## src/rtl/oclib_csr_regbank_if.sv

```systemverilog
// rtl/oclib_csr_regbank_if.sv - CSR request/response structs and the bus interface of the register bank
package oclib_pkg;

  typedef struct packed {
    logic [31:0] address;
    logic        write;
    logic        read;
    logic [31:0] wdata;
  } csr_32_s;

  typedef struct packed {
    logic [31:0] rdata;
    logic        ready;
    logic        error;
  } csr_32_fb_s;

endpackage

interface oclib_csr_regbank_if #(
  parameter type CsrType   = oclib_pkg::csr_32_s,
  parameter type CsrFbType = oclib_pkg::csr_32_fb_s
);
  logic     csrSelect;
  CsrType   csr;
  CsrFbType csrFb;

  modport master (output csrSelect, output csr, input csrFb);
  modport slave  (input csrSelect, input csr, output csrFb);
endinterface

```

## src/rtl/oclib_csr_regbank.sv

```systemverilog
// rtl/oclib_csr_regbank.sv - CSR register bank with one-shot response FSM; OCLIB_CSR_REGBANK_ERROR_EN enables error responses
module oclib_csr_regbank #(
  parameter type                   CsrType      = oclib_pkg::csr_32_s,
  parameter type                   CsrFbType    = oclib_pkg::csr_32_fb_s,
  parameter int                    NumRegs      = 8,
  parameter logic [NumRegs-1:0]    ReadOnlyMask = '0,
  parameter logic [NumRegs*32-1:0] ResetValue   = '0
) (
  input  logic                      clock,
  input  logic                      reset,
  oclib_csr_regbank_if.slave        bus,
  output logic [NumRegs*32-1:0]     regOut,
  input  logic [NumRegs*32-1:0]     regIn,
  output logic [NumRegs-1:0]        regWritePulse
);

  localparam int IdxW = (NumRegs > 1) ? $clog2(NumRegs) : 1;

  // Read-only slots never hold data, so they come out of reset as zero.
  function automatic logic [NumRegs*32-1:0] reset_image();
    logic [NumRegs*32-1:0] img;
    img = ResetValue;
    for (int i = 0; i < NumRegs; i++) begin
      if (ReadOnlyMask[i]) img[i*32 +: 32] = 32'h0;
    end
    return img;
  endfunction

  localparam logic [NumRegs*32-1:0] RstImage = reset_image();

  typedef enum logic [1:0] {Idle, Respond, Release} state_e;

  state_e                 state_q, state_d;
  CsrType                 req;
  CsrFbType               fb;
  logic [1:0]             rst_sync_q;
  logic                   rst_n_int;
  logic                   req_valid;
  logic [IdxW-1:0]        req_idx;
  logic                   valid_q;
  logic                   write_q;
  logic [IdxW-1:0]        idx_q;
  logic [31:0]            wdata_q;
  logic [NumRegs*32-1:0]  regs_q;
  logic [NumRegs-1:0]     pulse_q;
  logic                   ready_q;
  logic [31:0]            rdata_q;
  logic                   ro_hit;
  logic                   wr_ok;
  logic                   rd_ok;
`ifdef OCLIB_CSR_REGBANK_ERROR_EN
  logic                   error_q;
`endif

  assign req           = bus.csr;
  assign regOut        = regs_q;
  assign regWritePulse = pulse_q;

  // Reset asserts immediately but is released only on a clock edge.
  always_ff @(posedge clock or negedge reset) begin
    if (!reset) rst_sync_q <= 2'b00;
    else        rst_sync_q <= {rst_sync_q[0], 1'b1};
  end

  assign rst_n_int = rst_sync_q[1];

  // Decode the live request: aligned, in range, exactly one of read/write.
  always_comb begin
    req_valid = (req.address[1:0] == 2'b00) &&
                ({2'b00, req.address[31:2]} < 32'(NumRegs)) &&
                (req.read ^ req.write);
    req_idx   = req.address[IdxW+1:2];
  end

  // FSM state register.
  always_ff @(posedge clock or negedge rst_n_int) begin
    if (!rst_n_int) state_q <= Idle;
    else            state_q <= state_d;
  end

  // FSM next state: serve once, then wait for the requester to let go.
  always_comb begin
    state_d = state_q;
    case (state_q)
      Idle:    if (bus.csrSelect && (req.read || req.write)) state_d = Respond;
      Respond: state_d = Release;
      Release: if (!req.read && !req.write) state_d = Idle;
      default: state_d = Idle;
    endcase
  end

  // Latch the request while idle so the response uses what was seen at acceptance.
  always_ff @(posedge clock or negedge rst_n_int) begin
    if (!rst_n_int) begin
      valid_q <= 1'b0;
      write_q <= 1'b0;
      idx_q   <= '0;
      wdata_q <= '0;
    end else if (state_q == Idle) begin
      valid_q <= req_valid;
      write_q <= req.write;
      idx_q   <= req_idx;
      wdata_q <= req.wdata;
    end
  end

  // Classify the captured access for the response cycle.
  always_comb begin
    ro_hit = ReadOnlyMask[idx_q];
    wr_ok  = (state_q == Respond) && valid_q && write_q && !ro_hit;
    rd_ok  = valid_q && !write_q;
  end

  // Register file and write strobes; updates land on the same edge as ready.
  always_ff @(posedge clock or negedge rst_n_int) begin
    if (!rst_n_int) begin
      regs_q  <= RstImage;
      pulse_q <= '0;
    end else begin
      pulse_q <= '0;
      if (wr_ok) begin
        regs_q[{idx_q, 5'b00000} +: 32] <= wdata_q;
        pulse_q[idx_q]                  <= 1'b1;
      end
    end
  end

  // One-cycle response pulse; rdata holds until the next response.
  always_ff @(posedge clock or negedge rst_n_int) begin
    if (!rst_n_int) begin
      ready_q <= 1'b0;
      rdata_q <= '0;
`ifdef OCLIB_CSR_REGBANK_ERROR_EN
      error_q <= 1'b0;
`endif
    end else begin
      ready_q <= 1'b0;
`ifdef OCLIB_CSR_REGBANK_ERROR_EN
      error_q <= 1'b0;
`endif
      if (state_q == Respond) begin
        if (wr_ok) begin
          ready_q <= 1'b1;
          rdata_q <= '0;
        end else if (rd_ok) begin
          ready_q <= 1'b1;
          rdata_q <= ro_hit ? regIn[{idx_q, 5'b00000} +: 32] : regs_q[{idx_q, 5'b00000} +: 32];
        end else begin
`ifdef OCLIB_CSR_REGBANK_ERROR_EN
          error_q <= 1'b1;
`else
          ready_q <= 1'b1;
`endif
          rdata_q <= '0;
        end
      end
    end
  end

  // Pack the response struct.
  always_comb begin
    fb       = '0;
    fb.ready = ready_q;
    fb.rdata = rdata_q;
`ifdef OCLIB_CSR_REGBANK_ERROR_EN
    fb.error = error_q;
`else
    fb.error = 1'b0;
`endif
  end

  assign bus.csrFb = fb;

endmodule

```

## src/flat_wrapper.sv

```systemverilog
// flat-port wrapper written by rule: the top's interface ports become plain ports
module oclib_csr_regbank_flat 
#(
  parameter type                   CsrType      = oclib_pkg::csr_32_s,
  parameter type                   CsrFbType    = oclib_pkg::csr_32_fb_s,
  parameter int                    NumRegs      = 8,
  parameter logic [NumRegs-1:0]    ReadOnlyMask = '0,
  parameter logic [NumRegs*32-1:0] ResetValue   = '0
)
  (clock, reset, regOut, regIn, regWritePulse, bus_csrSelect, bus_csr, bus_csrFb);
  oclib_csr_regbank_if #(.CsrType(CsrType), .CsrFbType(CsrFbType)) bus_i ();
  input  logic clock;
  input  logic reset;
  output logic [NumRegs*32-1:0] regOut;
  input  logic [NumRegs*32-1:0] regIn;
  output logic [NumRegs-1:0] regWritePulse;
  input wire logic [$bits(bus_i.csrSelect)-1:0] bus_csrSelect;
  input wire logic [$bits(bus_i.csr)-1:0] bus_csr;
  output wire logic [$bits(bus_i.csrFb)-1:0] bus_csrFb;
  assign bus_i.csrSelect = bus_csrSelect;
  assign bus_i.csr = bus_csr;
  assign bus_csrFb = bus_i.csrFb;
  oclib_csr_regbank #(.CsrType(CsrType), .CsrFbType(CsrFbType), .NumRegs(NumRegs), .ReadOnlyMask(ReadOnlyMask), .ResetValue(ResetValue)) u_core (.clock(clock), .reset(reset), .bus(bus_i), .regOut(regOut), .regIn(regIn), .regWritePulse(regWritePulse));
endmodule
```

## config.mk

```make
export PLATFORM = sky130hd
export DESIGN_NAME = oclib_csr_regbank_flat
export DESIGN_NICKNAME = d
export VERILOG_FILES = /design/src/rtl/oclib_csr_regbank_if.sv /design/src/rtl/oclib_csr_regbank.sv /design/src/flat_wrapper.sv
export SDC_FILE = /design/constraint.sdc
export NUM_CORES = 1
export LEC_CHECK = 0
export ABC_AREA = 1
export CAP_MARGIN = 5
export CORE_AREA = 8 8 237 239
export DETAILED_ROUTE_END_ITERATION = 8
export DIE_AREA = 0 0 245 247
export PLACE_DENSITY_LB_ADDON = 0.15
export SYNTH_ARGS = -nofsm -noshare
export SYNTH_HDL_FRONTEND = slang
export SYNTH_SLANG_ARGS = --single-unit
```

## constraint.sdc

```tcl
create_clock -name clock -period 22.2 [get_ports clock]
set_input_delay 6.66 -clock clock [delete_from_list [all_inputs] [get_ports clock]]
set_output_delay 6.66 -clock clock [all_outputs]
set_load 0.05 [all_outputs]
```

==> results of run 1 <==
## worst max-delay path by stage
stage	endpoint	start	slack, ps
finish	regOut[119]	u_core.regOut[119]$_DFFE_PN0P_	13580
global route	regOut[119]	u_core.regOut[119]$_DFFE_PN0P_	13500
CTS	regOut[119]	u_core.regOut[119]$_DFFE_PN0P_	13520
detailed placement	regOut[119]	u_core.regOut[119]$_DFFE_PN0P_	14130
global placement	regOut[119]	u_core.regOut[119]$_DFFE_PN0P_	14160
floorplan	u_core.idx_q[0]$_DFFE_PN0N_	u_core.rst_sync_q[1]$_DFF_PN0_	12080
## cells by family after synthesis
group	count (synthesis)
flip-flops	338
adder cells (fa/ha/maj)	3
buffers and inverters	446
other	2
AND/OR/NAND/NOR	1498
AO/OA/AOI/OAI	101
## where the power goes
| part | switching [uW] | internal (uW) |
|---|---|---|
| combinational | 615 | 164 |
| sequential | 66.6 | 654 |
| clock | 278 | 399 |
## registers in the layout, indices dropped and copies added (netlist names), 2 cells and up
register,flops
u_core.regOut,256
u_core.rdata_q,32
u_core.wdata_q,32
u_core.regWritePulse,8
u_core.idx_q,3
u_core.rst_sync_q,2
u_core.state_q,2
## final cells by class
type	instances	area, um2
clock buffer	64	1250
sequential	338	8470
timing repair buffer	390	3840
multi-input combinational	1604	6660
antenna	1	2.50
inverter	312	1170
clock inverter	9	76.3
tap	688	861
fill	5430	29900
## layer usage
metal	vias up	track usage, %
met4	0	6.66
met3	118	7.73
met1	7973	33.2
met2	657	36.0
met5	-	0
li1	7767	-
## layout by cell type (no fill, tap or decap), types with 3 or more instances in the layout
cell	netlist	final
nand2_1	1109	1101
clkdlybuf4s50_1	0	365
dfrtp_1	338	336
inv_1	301	300
nand3_1	177	177
nor2_1	149	146
o21ai_0	92	92
clkbuf_16	0	43
nand4_1	27	27
buf_4	9	25
nor3_1	15	14
nand2_2	4	12
inv_2	10	11
clkbuf_1	50	11
nor2_4	4	10
clkbuf_8	0	10
o21ai_1	9	9
clkinv_2	0	6
nand3b_1	5	5
ha_1	3	3
## cells in the mapped netlist
| cell type | n | share of area [%] |
|---|---|---|
| nor2_1 | 149 | 3.3 |
| buf_2 | 64 | 1.9 |
| o21ai_1 | 9 | 0.27 |
| nor2_4 | 4 | 0.27 |
| nand2_2 | 4 | 0.15 |
| nand4_1 | 27 | 1.0 |
| nand3_4 | 1 | 0.10 |
| dfrtp_1 | 338 | 50 |
| nor2_2 | 3 | 0.11 |
| nor3_1 | 15 | 0.45 |
| nand3_1 | 177 | 5.3 |
| o21ai_0 | 92 | 2.7 |
| clkbuf_1 | 50 | 1.1 |
| inv_2 | 10 | 0.22 |
| nand2_1 | 1109 | 25 |
| buf_1 | 11 | 0.25 |
| ha_1 | 3 | 0.22 |
| clkinv_1 | 1 | 0.022 |
| nor3_2 | 3 | 0.18 |
| nor3b_1 | 1 | 0.045 |
| nand3b_1 | 5 | 0.22 |
| inv_1 | 301 | 6.7 |
| buf_4 | 9 | 0.40 |
| conb_1 | 2 | 0.045 |
## through the flow
stage	power [uW]	area [um2]	hold WS (ps)	setup slack (ps)
2_1_floorplan	1190	16800	331	12080
4_1_cts	2190	22300	362	13520
6_report	2180	22300	360	13580
5_1_grt	2290	22300	378	13500
3_3_place_gp	1500	21000	341	14160
3_5_place_dp	1500	21000	336	14130
==> flow_summary.toml, run 1 <==
[routing]
topRoutingLayerUsed = "met4"
wirelength_um = 74100
detail_route.wl_per_cell_um = 21.7
wl_met1_um = 33600
viasPerCell = 4.85
wl_met3_um = 6960
drc = 0
first_pass_iters = 5
drt_iter0_drc = 1352
vias = 16515
wl_met2_um = 31700
ant_nets = 0

[die]
dieWidth_um = 245
start_util_pct = 32.2
dieHeight_um = 247
core_area_mm2 = 0.0522
rows = 84
io_pins = 623
dieArea_mm2 = 0.0605

[worst_setup_path]
worst_r2r_endpoint = "u_core.regOut[84]$_DFFE_PN0P_"
crit_chain = "clkdlybuf4s50_1"
crit_buf_inv = 1
critPathMaxFanout = 3
worstPathRequired_ps = 15540
critPathLaunchType = "flip-flop"
crit_cells = 1
rrSetupSlack_ps = 17070
crit_slowest_cell = "clkdlybuf4s50_1"
path_delay_family = "buffers and inverters"
rr_startpoint = "u_core.idx_q[0]$_DFFE_PN0N_"
reg2reg_depth = 9
cp-end-kind = "primary output"
max_stage_delay_ps = 980
crit_arrival_ps = 1960
worst-setup-path-type = "flip-flop to primary output"

[layout]
instances_no_fill = 3406
final_nets = 3016
final_layout_size_suffix_gt1_share_pct = 4.71
syn_to_final_growth_pct = 32.7
post-route-util_pct = 42.8

[yosys]
synth_compound_area_share_pct = 3.00
synth_cell_type_count = 24
synthSimpleGateAreaFrac_pct = 35.8
synthCells = 2388
synth_xor_area_share_pct = 0
synthMuxAreaShare_pct = 0
synth_adder_area_share_pct = 0.223
ys_seq_elements = 338
synth_warnings = 0
synth_top_family_by_area = "simple AND/OR/NAND/NOR gates"
seq_area_frac_synth_pct = 50.3
syn_nets = 2716
syn-cell-area_mm2 = 0.0168
synth.avg_cell_area_um2 = 7.05

[sta]
relSlewSlack_pct = 22.2
rsz0062_at_grt = "no"
worst_slew_pin_slew_ps = 1160
hold_viol = 0
fin_crit_sh_pct = 38.8
min_period_ps = 8620
fin_setup_tns_ps = 0
maxSlewViolCount = 0
finClkSkew_ps = 16.0
fmax_mhz = 116
setup_viol = 0

[clock_network]
ctsResizeCount = 0
worstSkewPairLatency_ps = 570
cts-htree-levels = 2
hold_buffers = 0
cts-root-buf = "clkbuf_16"
clkTransAtPathRegs_ps = 60
post_cts_buffers = 0
cts_buffer_depth = 3
tritoncts = "built"
numCtsBuffers = 42
clkSinkCount = 338

[job]
maxCapViolCount = 0

[global_route]
antenna_found_initial = 1
grt_max_degree = 76
grt_pass1_wl_um = 109000
track_usage_pct = 24.1
first_global_vias = 16464
grt_overflow = 0

[placed_design]
place.gp.congestion = 0.824
dp_hpwl_um = 46900
port_buffers = 365
dp_cells = 3332

[hold_path]
worstHoldPathType = "flip-flop to flip-flop"
min-delay-start = "u_core.rst_sync_q[0]$_DFF_PN0_"
worst_hold_path.endpoint = "u_core.rst_sync_q[1]$_DFF_PN0_"
worst_hold_path.num_cells = 0

[power_and_ir_drop]
leakage_uw = 0.0113
ir_drop_mv = 0.0971
p_per_area_mw_per_mm2 = 97.5

[status]
outcome = "finished, final reports clean"
Power figures use the tool's default switching activity.
==> inputs of run 2 (changes only) <==
--- a/config.mk
+++ b/config.mk
@@ -7,9 +7,9 @@
 export LEC_CHECK = 0
 export ABC_AREA = 1
 export CAP_MARGIN = 5
-export CORE_AREA = 8 8 237 239
+export CORE_AREA = 8 8 234 236
 export DETAILED_ROUTE_END_ITERATION = 8
-export DIE_AREA = 0 0 245 247
+export DIE_AREA = 0 0 242 244
 export PLACE_DENSITY_LB_ADDON = 0.15
 export SYNTH_ARGS = -nofsm -noshare
 export SYNTH_HDL_FRONTEND = slang
==> constraint.sdc (replaced) <==
create_clock -name clock -period 8.4 [get_ports clock]
set_input_delay 2.52 -clock clock [delete_from_list [all_inputs] [get_ports clock]]
set_output_delay 2.52 -clock clock [all_outputs]
set_load 0.05 [all_outputs]
==> run 2 against run 1 <==
Compared with the run above: combinational power rose to 2.6 times the previous value; final cell count shrank 0.23%; flip-flop and latch count did not move; cell area increased by 0.41%; via count rose by 0.63%; non-clock buffer count decreased by 1; hold slack got worse by 37 ps; critical path type is now flip-flop to flip-flop; first-iteration DRC count rose by 1.3%; clock power grew to 2.8 times the previous value; critical path depth is 11 higher; highest routed layer unchanged; worst setup slack got worse by 10000 ps.
==> flow_summary.toml, run 2 (synthesis results as in run 1) <==
[global_route]
track_usage_pct = 24.2
grt_max_degree = 171
grt_pass1_wl_um = 109000
antenna_found_initial = 1
first_global_vias = 16153
grt_overflow = 0

[die]
core_area_mm2 = 0.0509
start_util_pct = 33.1
rows = 83
dieWidth_um = 242
dieHeight_um = 244
dieArea_mm2 = 0.0590
io_pins = 623

[worst_setup_path]
critPathMaxFanout = 69
worst_r2r_endpoint = "u_core.regOut[208]$_DFFE_PN0P_"
crit_slowest_cell = "dfrtp_4"
worstPathRequired_ps = 8890
cp-end-kind = "flip-flop"
reg2reg_depth = 12
crit_buf_inv = 6
crit_cells = 12
crit_chain = "inv_4 > ha_1 > buf_4 > inv_2 > nor2_4 > buf_4 > nand2_2 > buf_4 > inv_2 > nand2_2 > nand2_1 > nand2_1"
critPathLaunchType = "flip-flop"
worst-setup-path-type = "flip-flop to flip-flop"
cpMostUsedCell = "buf_4"
rr_startpoint = "u_core.idx_q[0]$_DFFE_PN0N_"
path_delay_family = "buffers and inverters"
rrSetupSlack_ps = 3410
crit_arrival_ps = 5480
max_stage_delay_ps = 950
crit_path_start = "u_core.idx_q[0]$_DFFE_PN0N_"

[status]
outcome = "finished, final reports clean"

[power_and_ir_drop]
ir_drop_mv = 0.155
leakage_uw = 0.0113
p_per_area_mw_per_mm2 = 260

[layout]
n_antenna_cell = 0
final_cell_mix = "nand2_1 (1101), clkdlybuf4s50_1 (365), dfrtp_1 (336), inv_1 (300), nand3_1 (177)"
final_nets = 3015
final_layout_size_suffix_gt1_share_pct = 4.89
largest_register_ffs = 256
post-route-util_pct = 44.1
instances_no_fill = 3398
layout_commonest_cell = "nand2_1"
nFillCells = 5181
syn_to_final_growth_pct = 33.2

[sta]
rsz0062_at_grt = "no"
fin_crit_sh_pct = 59.4
fin_setup_tns_ps = 0
fmax_mhz = 201
maxSlewViolCount = 0
min_period_ps = 4990
hold_viol = 0
worst_slew_pin_slew_ps = 1170
setup_viol = 0
relSlewSlack_pct = 21.8
finClkSkew_ps = 18.9

[clock_network]
ctsResizeCount = 0
clkTransAtPathRegs_ps = 60
post_cts_buffers = 0
clkSinkCount = 338
numCtsBuffers = 42
cts-root-buf = "clkbuf_16"
worstSkewPairLatency_ps = 570
hold_buffers = 0
cts_buffer_depth = 3
cts-htree-levels = 2
tritoncts = "built"

[routing]
ant_nets = 0
vias = 16619
detail_route.wl_per_cell_um = 21.6
wirelength_um = 73300
drt_iter0_drc = 1369
drc = 0
first_pass_iters = 5
viasPerCell = 4.89

[placed_design]
dp_cells = 3323
port_buffers = 365
dp_hpwl_um = 46600
place.gp.congestion = 0.828

[job]
maxCapViolCount = 0

[hold_path]
worstHoldPathType = "flip-flop to async pin"
## run 2: through the flow
stage | setup slack, ps | area, um2 | hold WS, ps | total power (uW)
after floorplan | 2870 | 16800 | 331 | 3140
final | 3410 | 22400 | 323 | 5830
after CTS | 3370 | 22400 | 353 | 5860
after global placement | 3420 | 21000 | 337 | 3940
after global routing | 3140 | 22400 | 364 | 6140
after detailed placement | 3380 | 21000 | 340 | 3960
## run 2: area by class of cell
cell class / instances / area [um2] / area share (%)
Tap cell: 680 / 851 / 3.79
Inverter: 312 / 1170 / 5.23
Multi-Input combinational cell: 1604 / 6660 / 29.7
Sequential cell: 338 / 8470 / 37.8
Timing Repair Buffer: 389 / 3850 / 17.2
Clock buffer: 62 / 1290 / 5.75
Clock inverter: 13 / 140 / 0.625
## run 2: worst max path at each step
| stage | to | slack, ps |
|---|---|---|
| 2_1_floorplan | u_core.idx_q[0]$_DFFE_PN0N_ | 2870 |
| 3_3_place_gp | u_core.regOut[48]$_DFFE_PN0P_ | 3420 |
| 3_5_place_dp | u_core.regOut[62]$_DFFE_PN0P_ | 3380 |
| 4_1_cts | u_core.regOut[40]$_DFFE_PN0P_ | 3370 |
| 5_1_grt | u_core.regOut[90]$_DFFE_PN0P_ | 3140 |
| 6_report | u_core.regOut[208]$_DFFE_PN0P_ | 3410 |
## run 2: layer usage
metal | track usage, % | up-vias | part of all wire [%]
met1 | 33.7 | 8003 | 45
met5 | 0 | - | 0
li1 | - | 7783 | -
met3 | 7.03 | 101 | 9.8
met4 | 6.46 | 0 | 2.2
met2 | 36.5 | 732 | 43
## run 2: report_power, final
group	switching (uW)	leakage, uW	total, uW	internal, uW
Sequential	173	0.00465	1900	1730
Clock	736	0.000716	1890	1150
Combinational	1610	0.00597	2040	434
Total	2520	0.0113	5830	3310
==> RTL edit 1: new RTL, settings of run 1 <==
The 3 states of `state_e` get a one-hot encoding in 3 bits.
--- a/src/rtl/oclib_csr_regbank.sv
+++ b/src/rtl/oclib_csr_regbank.sv
@@ -28,7 +28,7 @@
 
   localparam logic [NumRegs*32-1:0] RstImage = reset_image();
 
-  typedef enum logic [1:0] {Idle, Respond, Release} state_e;
+  typedef enum logic [2:0] {Idle = 3'b001, Respond = 3'b010, Release = 3'b100} state_e;
 
   state_e                 state_q, state_d;
   CsrType                 req;
Function: no difference found for any inputs over 4 cycles, from zero or initial values and one cycle with reset low; so few cycles prove little.
==> RTL edit 1 against run 1 <==
- final area fell by 1.1%
- die area did not move
- combinational power is 9.8% lower
- worst hold slack lost 8.5 ps
- sequential cell count up 1
- synthesized cell count is 3.3% lower
- routed wire length fell by 2.2%
- largest cell class unchanged
- clock power increased by 0.9%
- total power fell by 2.0%
- area after synthesis is 1.0% lower
- setup slack better by 43 ps
- sequential share of layout area is 0.53 points higher
- via count is 1.6% lower
==> RTL edit 1: results (changes against run 1) <==
| Metric | Value |
|---|---|
| Status | `finished clean` |
| Synth area leaders | `dfrtp_1 (51%), nand2_1 (23%), nand3_1 (11%)` |
| # resized after CTS | `0 (unchanged)` |
| Vias in the first global route | `15750 (-4.3%)` |
| Initial antenna violation count | `0 (-1)` |
| Dpl hpwl | `45.24 mm (-3.5%)` |
| Postcts setup bufs | `0 (unchanged)` |
| Crit path DAT | `1920 ps (-40 ps)` |
| Headroom to the max-slew limit | `23.04% (+0.86 points)` |
| WL/cell | `21.88 um (+0.59%)` |
| Largest net degree at the start of global routing | `164 (+120%)` |
| Max reg flops | `256 (unchanged)` |
| Share of layout cells above drive strength 1 | `4.273% (-0.44 points)` |
| Post-synth top cells | `nand2_1 (1017), nand3_1 (375), dfrtp_1 (338)` |
| Distinct cells, synth | `25 (+4.2%)` |
| Pre-antenna DRT Iters | `7 (+2)` |
| GRT Total Usage | `23.28% (-0.79 points)` |
| Syn Inst Count | `2310 (-3.3%)` |
| Layout Cells excl Fill | `3310 (-2.8%)` |
| Routability cong. | `0.8438 (+2.4%)` |
| Top Family by Delay on Critical Path | `buffers and inverters` |
| Clock latency on the worst-skew pair | `between 500 and 600 ps` |
| Cells after DPL | `3235 (-2.9%)` |
| Skew final | `18.50 ps (+2.524 ps)` |
| VDD IR max | `0.06146 mV (-37%)` |
| Via count | `16250 (-1.6%)` |
| Final nets | `2919 (-3.2%)` |
| Post-synth net total | `2638 (-2.9%)` |
| Leak Pwr | `11.34 nW (+0.59%)` |
| Drt initial violations | `1304 (-3.6%)` |
| First-pass GRT wire length | `106.1 mm (-3.0%)` |
| Sequential fraction of the synthesis area | `50.92% (+0.66 points)` |
## RTL edit 1: cell count changes after synthesis, moves of 4 or more
| cell | delta |
|---|---|
| o21ai_1 | -4 |
| nand3b_1 | -4 |
| buf_1 | -8 |
| clkbuf_1 | +8 |
| nand4_1 | -25 |
| nand2_1 | -92 |
| inv_1 | -15 |
| nor2_1 | -93 |
| buf_2 | +16 |
| inv_2 | -5 |
| nand3_1 | +198 |
| nor3_1 | -9 |
| o21ai_0 | -42 |
## RTL edit 1: cells by family (layout without fill, tap and decap cells)
logic type / after synthesis / count (layout) / share of synthesized area (%)
flops: 339 / 339 / 50.92
simple gates: 1470 / 1470 / 36.42
compound gates: 56 / 56 / 1.697
buf+inv: 440 / 751 / 10.69
fa+ha+maj: 3 / 3 / 0.2253
other cells: 2 / 3 / 0.04507
## RTL edit 1: final timing paths
check	from	end	slack (ps)	depth (start not counted)
min in group asynchronous	u_core.rst_sync_q[1]	u_core.rdata_q[1]	390	0
max in group asynchronous	reset	u_core.rst_sync_q[1]	15800	1
worst min register to register	u_core.rst_sync_q[0]	u_core.rst_sync_q[1]	350	0
worst max register to register	u_core.idx_q[0]	u_core.regOut[188]	16880	10
worst min-delay path	u_core.rst_sync_q[0]	u_core.rst_sync_q[1]	350	0
worst max-delay path	u_core.regOut[30]	regOut[30]	13620	1
## RTL edit 1: layout make-up
class,count,area [um^2]
flip-flops and latches,339,8492
diodes,1,2.502
inverters,291,1097
multi-input cells,1531,6471
clock inverters,5,81.33
fillers,5248,30140
clock buffers,69,1264
repair buffers,386,3824
well taps,688,860.8
## RTL edit 1: power by group
group,internal (mW),switching (mW),total (mW)
Combinational,0.150,0.553,0.703
Sequential,0.656,0.0904,0.746
Clock,0.410,0.274,0.684
Total,1.22,0.918,2.13
## RTL edit 1: worst reg2reg max path, delay by kind of cell (launching register included)
family,cells,cell delay (ps)
buf+inv,4,2570
flops,1,390
fa+ha+maj,2,1100
simple gates,4,1210
## RTL edit 1: per-layer routing
metal | track usage (%) | wire length, um | up-vias
met4 | 6.660 | 1754 | 0
met2 | 35.37 | 31220 | 749
met3 | 6.992 | 7512 | 113
met5 | 0 | 0 | -
li1 | - | - | 7593
met1 | 31.83 | 31930 | 7798
## RTL edit 1: through the flow
step	area, um^2	utilization (%)	hold WS (ps)	power, mW	worst slack, ps
2_1_floorplan	16660	-	331.2	1.171	12050
3_3_place_gp	20740	39.71	339.0	1.455	14110
3_5_place_dp	20740	39.71	340.2	1.460	14140
4_1_cts	22090	42.29	351.3	2.151	13600
5_1_grt	22090	42.29	360.5	2.247	13540
6_report	22090	42.29	351.5	2.133	13620
==> RTL edit 2: new RTL, config.mk and constraints of run 1 <==
Without the edit above. `NumRegs` is set to 8 in 2 places; all go to 4.
--- a/src/rtl/oclib_csr_regbank.sv
+++ b/src/rtl/oclib_csr_regbank.sv
@@ -2,7 +2,7 @@
 module oclib_csr_regbank #(
   parameter type                   CsrType      = oclib_pkg::csr_32_s,
   parameter type                   CsrFbType    = oclib_pkg::csr_32_fb_s,
-  parameter int                    NumRegs      = 8,
+  parameter int                    NumRegs      = 4,
   parameter logic [NumRegs-1:0]    ReadOnlyMask = '0,
   parameter logic [NumRegs*32-1:0] ResetValue   = '0
 ) (
--- a/src/flat_wrapper.sv
+++ b/src/flat_wrapper.sv
@@ -3,7 +3,7 @@
 #(
   parameter type                   CsrType      = oclib_pkg::csr_32_s,
   parameter type                   CsrFbType    = oclib_pkg::csr_32_fb_s,
-  parameter int                    NumRegs      = 8,
+  parameter int                    NumRegs      = 4,
   parameter logic [NumRegs-1:0]    ReadOnlyMask = '0,
   parameter logic [NumRegs*32-1:0] ResetValue   = '0
 )
Ports: changed (resized regIn, regOut and regWritePulse); port bits go from 623 to 363. No check against the original RTL was run, so the function may have changed too.
==> RTL edit 2 against run 1 <==
- sequential share of layout area grew 1.3 points
- final cell count shrank 40%
- setup slack gained 87 ps
- final area shrank 41%
- routed wire length shrank 44%
- combinational power shrank 43%
- total power shrank 37%
- sequential cell count shrank 133
- first-iteration DRC count shrank 64%
- fmax grew 1.0%
- area after synthesis shrank 45%
- clock power shrank 34%
- highest routed layer unchanged
==> RTL edit 2: results (changes against run 1) <==
| Metric | Value |
|---|---|
| Dpl hpwl | `26.49 mm (-43%)` |
| Sw Pwr | `0.5802 mW (-40%)` |
| Total Wirelength | `41.72 mm (-44%)` |
| Largest net degree at the start of global routing | `65 (-14%)` |
| Routability cong. | `0.7020 (-15%)` |
| CP peak stage delay | `930 ps (-50 ps)` |
| Share of layout cells above drive strength 1 | `6.208% (+1.5 points)` |
| Met1 usage | `17.46% (-16 points)` |
| Skew final | `14.77 ps (-1.207 ps)` |
| Post-synth top cells | `nand2_1 (388), dfrtp_1 (205), nor2_1 (123)` |
| Post-synth net total | `1339 (-51%)` |
| Max reg flops | `128 (-50%)` |
| Clock latency on the worst-skew pair | `550 ps (-20 ps)` |
| Diode count | `0 (-1)` |
| Met3 wire len | `1.808 mm (-74%)` |
| M2 GR Usage | `23.36% (-13 points)` |
| Synth Area per Inst | `8.138 um^2 (+15%)` |
| Sequential fraction of the synthesis area | `55.64% (+5.4 points)` |
| Detail Route met2 WL | `20.34 mm (-36%)` |
| Drt initial violations | `490 (-64%)` |
| Sequential cell power | `0.484 mW (-33%)` |
| Post-synthesis adder-cell area fraction | `1.221% (+1.0 points)` |
| Pin slew with the least headroom to its limit | `1118 ps (-44.73 ps)` |
| P_comb | `0.442 mW (-43%)` |
| Initial antenna violation count | `2 (+1)` |
| Area after DPL | `12230 um^2 (-42%)` |
| GRT Total Usage | `13.56% (-11 points)` |
| DRT met1 WL | `18.78 mm (-44%)` |
| Leak Pwr | `5.861 nW (-48%)` |
| CTS clk-pin slew, worst paths | `60 ps (about the same)` |
| First-pass GRT wire length | `61.69 mm (-44%)` |
| H-tree Lvls | `1 (-1)` |
| Vias in the first global route | `8723 (-47%)` |
| Met3 usage | `2.385% (-5.3 points)` |
| Status | `finished clean` |
| Synth area leaders | `dfrtp_1 (56%), nand2_1 (16%), o21ai_0 (5.7%)` |
| Seq pwr share | `35.3% (+2.2 points)` |
| DR vias/cell | `4.147 (-14%)` |
| VDD IR max | `0.04855 mV (-50%)` |
| CTS Buf Count | `27 (-36%)` |
| Via count | `8465 (-49%)` |
| Post-synthesis compound-gate area fraction | `10.92% (+7.9 points)` |
| Pre-CTS WS | `14220 ps (+83.80 ps)` |
-- RTL edit 2: area by class of cell --
class	instances	area, um^2
multi-input combinational	814	3638
timing repair buffer	248	2445
sequential	205	5139
tap	688	860.8
clock inverter	9	95.09
fill	5739	39110
inverter	38	143.9
clock buffer	39	800.8
-- RTL edit 2: final timing paths --
| path | startpoint | to | slack (ps) | cells after the start |
|---|---|---|---|---|
| worst max-delay path | u_core.regOut[109] | regOut[109] | 13660 | 1 |
| worst min-delay path | u_core.rst_sync_q[0] | u_core.rst_sync_q[1] | 350 | 0 |
| worst max register to register | u_core.idx_q[1] | u_core.regOut[67] | 17760 | 7 |
| worst min register to register | u_core.rst_sync_q[0] | u_core.rst_sync_q[1] | 350 | 0 |
| max in group asynchronous | reset | u_core.rst_sync_q[1] | 15790 | 1 |
| min in group asynchronous | u_core.rst_sync_q[1] | u_core.rdata_q[16] | 370 | 0 |
